### src/rtl/serial_sub_ctrl.sv
// Bit-serial subtractor controller: one full-subtractor cell is stepped over
// WIDTH cycles, LSB first, behind a start/done handshake.
module serial_sub_ctrl #(
    parameter int WIDTH = 8,
    parameter int CNT_W = 5
) (
    input  logic             clk,
    input  logic             rst_n,
    input  logic             start,
    input  logic             abort,
    input  logic [WIDTH-1:0] a,
    input  logic [WIDTH-1:0] b,
    input  logic             bin,
    output logic             busy,
    output logic             done,
    output logic [WIDTH-1:0] diff,
    output logic             bout
);

    typedef enum logic [1:0] {
        IDLE = 2'd0,
        RUN  = 2'd1,
        DONE = 2'd2
    } state_t;

    state_t           state, state_nxt;
    logic [WIDTH-1:0] sa, sb, dsr, dsr_nxt;
    logic             br;
    logic [CNT_W-1:0] cnt;
    logic             d_bit, b_bit, last_bit;

    // Single full-subtractor cell on the current LSBs
    assign d_bit    = sa[0] ^ sb[0] ^ br;
    assign b_bit    = (~sa[0] & (sb[0] | br)) | (sb[0] & br);
    assign last_bit = (cnt == CNT_W'(WIDTH - 1));
    assign dsr_nxt  = {d_bit, {(WIDTH-1){1'b0}}} | (dsr >> 1);

    always_ff @(posedge clk or negedge rst_n) begin
        if (!rst_n) state <= IDLE;
        else        state <= state_nxt;
    end

    always_comb begin
        state_nxt = state;
        case (state)
            IDLE:    if (start) state_nxt = RUN;
            RUN: begin
                if (abort)         state_nxt = IDLE;
                else if (last_bit) state_nxt = DONE;
            end
            DONE:    state_nxt = IDLE;
            default: state_nxt = IDLE;
        endcase
    end

    always_comb begin
        busy = (state == RUN);
        done = (state == DONE);
    end

    // Partial difference accumulates in dsr; diff/bout change only on DONE entry
    always_ff @(posedge clk or negedge rst_n) begin
        if (!rst_n) begin
            sa   <= '0;
            sb   <= '0;
            br   <= 1'b0;
            cnt  <= '0;
            dsr  <= '0;
            diff <= '0;
            bout <= 1'b0;
        end else begin
            case (state)
                IDLE: begin
                    if (start) begin
                        sa  <= a;
                        sb  <= b;
                        br  <= bin;
                        cnt <= '0;
                        dsr <= '0;
                    end
                end
                RUN: begin
                    if (!abort) begin
                        sa  <= sa >> 1;
                        sb  <= sb >> 1;
                        br  <= b_bit;
                        cnt <= cnt + CNT_W'(1);
                        dsr <= dsr_nxt;
                        if (last_bit) begin
                            diff <= dsr_nxt;
                            bout <= b_bit;
                        end
                    end
                end
                default: ;
            endcase
        end
    end

endmodule
### config.mk
export PLATFORM = sky130hd
export DESIGN_NAME = serial_sub_ctrl
export DESIGN_NICKNAME = d
export VERILOG_FILES = /design/src/rtl/serial_sub_ctrl.sv
export SDC_FILE = /design/constraint.sdc
export NUM_CORES = 1
export LEC_CHECK = 0
export ABC_AREA = 1
export CORE_ASPECT_RATIO = 0.6
export CORE_MARGIN = 4
export CORE_UTILIZATION = 56
export CTS_CLUSTER_DIAMETER = 50
export DETAILED_ROUTE_END_ITERATION = 7
export GPL_ROUTABILITY_DRIVEN = 0
export PLACE_DENSITY_LB_ADDON = 0.12
export SETUP_SLACK_MARGIN = 0.1
export SYNTH_ARGS = -nofsm -noshare
export SYNTH_HDL_FRONTEND = slang
export SYNTH_SLANG_ARGS = --single-unit
### constraint.sdc
create_clock -name clk -period 2.8 [get_ports clk]
set_clock_uncertainty 0.05 [all_clocks]
set_input_delay 0.56 -clock clk [delete_from_list [all_inputs] [get_ports clk]]
set_output_delay 0.56 -clock clk [all_outputs]
set_load 0.02 [all_outputs]
=== Word level (Yosys, flattened, before mapping) ===
Index checks and enable logic that the tools add are counted.

* Register bits: 41
* Input port bits: 21
* Output and inout bits: 11

* Bitwise operators: 9
* Equality and inequality tests: 6
* Muxes and demuxes: 19
* Reductions and logical operators: 5
* Add/subtract/negate cells: 1

{| class="wikitable"
|+ Operators with widths
! operator !! number
|-
| $mux W8 || 6
|-
| $pmux W8 S2 || 3
|-
| $mux W5 || 2
|-
| $pmux W5 S2 || 1
|-
| $or A8 B7 Y8 || 1
|-
| $mux W2 || 3
|-
| $reduce_and A3 Y1 || 2
|-
| $add A5 B1 Y5 const B || 1
|-
| $eq A5 B3 Y1 const B || 1
|-
| $ne A2 B2 Y1 const B || 2
|-
| $pmux W2 S2 || 1
|-
| $ne A3 B2 Y1 const B || 1
|-
| $and A1 B1 Y1 || 2
|-
| $eq A2 B1 Y1 const B || 1
|-
| $eq A2 B2 Y1 const B || 1
|-
| $logic_not A2 Y1 || 1
|-
| $mux W1 || 2
|-
| $not A1 Y1 || 2
|-
| $or A1 B1 Y1 || 2
|-
| $pmux W1 S2 || 1
|-
| $reduce_and A2 Y1 || 1
|-
| $reduce_bool A2 Y1 || 1
|-
| $xor A1 B1 Y1 || 2
|}

=== Logic depth before layout (Yosys ltp) ===
* Word-level depth: 5
* Mapped depth: 8

=== Worst setup path after synthesis ===
Ideal clock, no wire load.

* Path kind: register to output
* Start point: register state[1]
* End point: output busy
* Data required time: 2.190 ns
* Stages on the path, launching flop included: 5
* Buffers on the path: 1
* Data arrival time: 0.857 ns
* Slack: 1.333 ns
* Path through: dfrtp_1 inv_1 nand2_2 buf_2 inv_2

* Word-level cells in the longest chain between the ends: 1

{| class="wikitable"
|+ RTL lines
! what !! RTL line !! text
|-
| from (decl) || 26 || <nowiki>state_t state, state_nxt;</nowiki>
|-
| from (signal assigned) || 40 || <nowiki>else state <= state_nxt;</nowiki>
|-
| $eq A2 B1 Y1 || 57 || <nowiki>busy = (state == RUN);</nowiki>
|-
| to (decl) || 14 || <nowiki>output logic busy,</nowiki>
|}

No other way between the ends.

=== Worst setup path after layout ===
Same ends and word-level chain as after synthesis.

==> metrics.cfg <==
[run]
drv_cap = 0

[yosys]
synth_flop_cell = dfrtp_1
synthMostInstantiatedCell = nand2_1
synthesis.instances = 215
synth_area_per_cell_um2 = 8.76
synthArstFlopShare_pct = 100
synth_edf_count = 0
yosys_warnings = 0
synth_common_cells = nand2_1 (74), dfrtp_1 (40), inv_1 (28)
synthesis.nets = 238
synth_cell_type_count = 21
synth.area.top_cells = dfrtp_1 (53%), nand2_1 (15%), inv_1 (5.6%), o21ai_2 (5.6%), o21ai_1 (4.8%)
ys_seq_area_share_pct = 53.2
yosysTopAreaCell = dfrtp_1
synth_top_cell_area_share_pct = 53.2
syn-cell-area_um2 = 1880
synth-seq-cells = 40

[floorplanning]
dieArea_um2 = 4380
core-area_um2 = 3040
rows = 15
start_util_pct = 61.9
io_pins = 32
die_h_um = 52.9
die_w_um = 82.9

[sta]
worst_hold_slack_ps = 325
relSlewSlack_pct = 43.3
tightest_slew_ps = 851
fin_setup_tns_ps = 0
timing.final.hold_violations = 0
rsz0062_at_grt = no
setup_violations = 0
fin_crit_sh_pct = 80.1
maxSlewViolCount = 0
min_period_ps = 2240
fmax_ghz = 0.446

[global_routing]
grt_use_total_pct = 19.5
grt_pass1_vias = 1459
overflow = 0
grt_max_degree = 41
grt_pass1_wl_um = 6670
antenna_found_initial = 0

[clock_tree]
numCtsBuffers = 5
clock-sinks = 40
htreeDepth = 2
cts_root_buf = clkbuf_8
post_cts_buffers = 0
cts-hold-fix-buffers = 0
clkTransAtPathRegs_ps = 70
cts_resized = 0
clockBufferDepth = 2
clk-insertion-delay-late_ps = 290
cts_tree = yes

[routing]
viasPerCell = 4.90
ant_nets = 0
post-route-drc-count = 0
wl_um = 3600
firstDrtPassIters = 4
num_vias = 1417
wl_per_cell_um = 12.5
first_iter_violations = 104

[critical_path]
critPathArrivalTime_ps = 1630
cp_max_fo = 3
worstSetupStartpointType = flip-flop
crit_required_ps = 2190
crit_type = reg2out
crit_path_end_kind = output pin

[layout]
areaGrowthSynthToFinish_pct = 20.4
drive_gt1_share_pct = 12.1
fillCellCount = 225
n_antenna_cell = 0
post-route-util_pct = 74.6
multi_input_area_um2 = 692
final_area_um2 = 2270
layout.nets = 269
regArea_um2 = 1000

[place]
place_hpwl_um = 2500
io_buffers = 31
dpl_cell_area_um2 = 2180

[pwr]
p_leak_nw = 1.11
power_density_nw_per_um2 = 668
finalPower_mw = 1.52
irDropWorstVdd_v = 0.000389

[hold_path]
hold_path_class = in2async

[run_status]
status = completed

[stage by stage]
| stage | std cells | setup WS (ps) |
|---|---|---|
| detailed placement | 281 | 744 |
| global route | 289 | 468 |
| CTS | 289 | 552 |
| floorplan | 215 | 1330 |
| global placement | 281 | 801 |
| finish | 289 | 556 |
[kinds of logic after synthesis]
family                   synth area share [%]
flip-flops                               53.2
AO/OA/AOI/OAI                            13.5
adder cells (fa/ha/maj)                  1.73
AND/OR/NAND/NOR                          21.5
buffers and inverters                    10.1
[power breakdown]
| group | internal [mW] | switching, mW |
|---|---|---|
| sequential | 0.682 | 0.0519 |
| combinational | 0.154 | 0.240 |
| clock | 0.201 | 0.186 |
[critical path: stages (launching register included)]
cell and delay (ps):
dfrtp_1 390, inv_1 150, nand2_2 90, inv_2 100, clkdlybuf4s50_1 610
[state kept, by name, indices dropped and copies added, names as in the netlist]
signal  cells
sa          8
bout        1
cnt         5
sb          8
diff        8
br          1
state       2
dsr         7
[worst paths after layout]
kind                            startpoint  endpoint  slack, ps  cells after the start
worst min register to register     diff[3]   diff[3]        420                      2
worst max-delay path              state[1]      busy        560                      4
min in group clk                   diff[3]   diff[3]        420                      2
max in group asynchronous            rst_n    dsr[4]       1840                      1
worst min-delay path                 rst_n     sa[5]        330                      1
worst max register to register      cnt[1]   diff[1]       1260                      8
[layout by cell type (no fill, tap or decap)]
cell	Yosys	final
fa_1	1	1
inv_2	2	2
clkbuf_1	0	2
buf_2	3	1
nor2_1	8	8
o22ai_1	7	7
nand2_4	2	2
nor2_2	2	2
o21ai_2	12	12
inv_4	1	1
nor2_4	1	1
clkdlybuf4s50_1	0	30
buf_4	0	1
nand2_2	1	1
ha_1	1	1
nand3_1	5	5
o21ai_1	18	18
clkbuf_8	0	6
a21oi_1	2	2
nand2_1	74	74
o21ai_0	1	1
nand3b_4	1	1
inv_1	28	28
dfrtp_1	40	40
[area by class of cell]
| class | instances | share of cell area [%] |
|---|---|---|
| flip-flops and latches | 40 | 44.2 |
| multi-input cells | 136 | 30.5 |
| repair buffers | 32 | 13.8 |
| inverters | 31 | 5.24 |
| clock buffers | 8 | 3.97 |
| well taps | 42 | 2.32 |
[layer usage]
metal	wire length, µm	up-vias	track usage (%)
li1	-	733	-
met3	157	7	5.44
met5	0	-	0
met1	1780	650	25.1
met4	57	0	6.52
met2	1600	27	32.3
No activity file was read; power rests on OpenSTA's default activity.
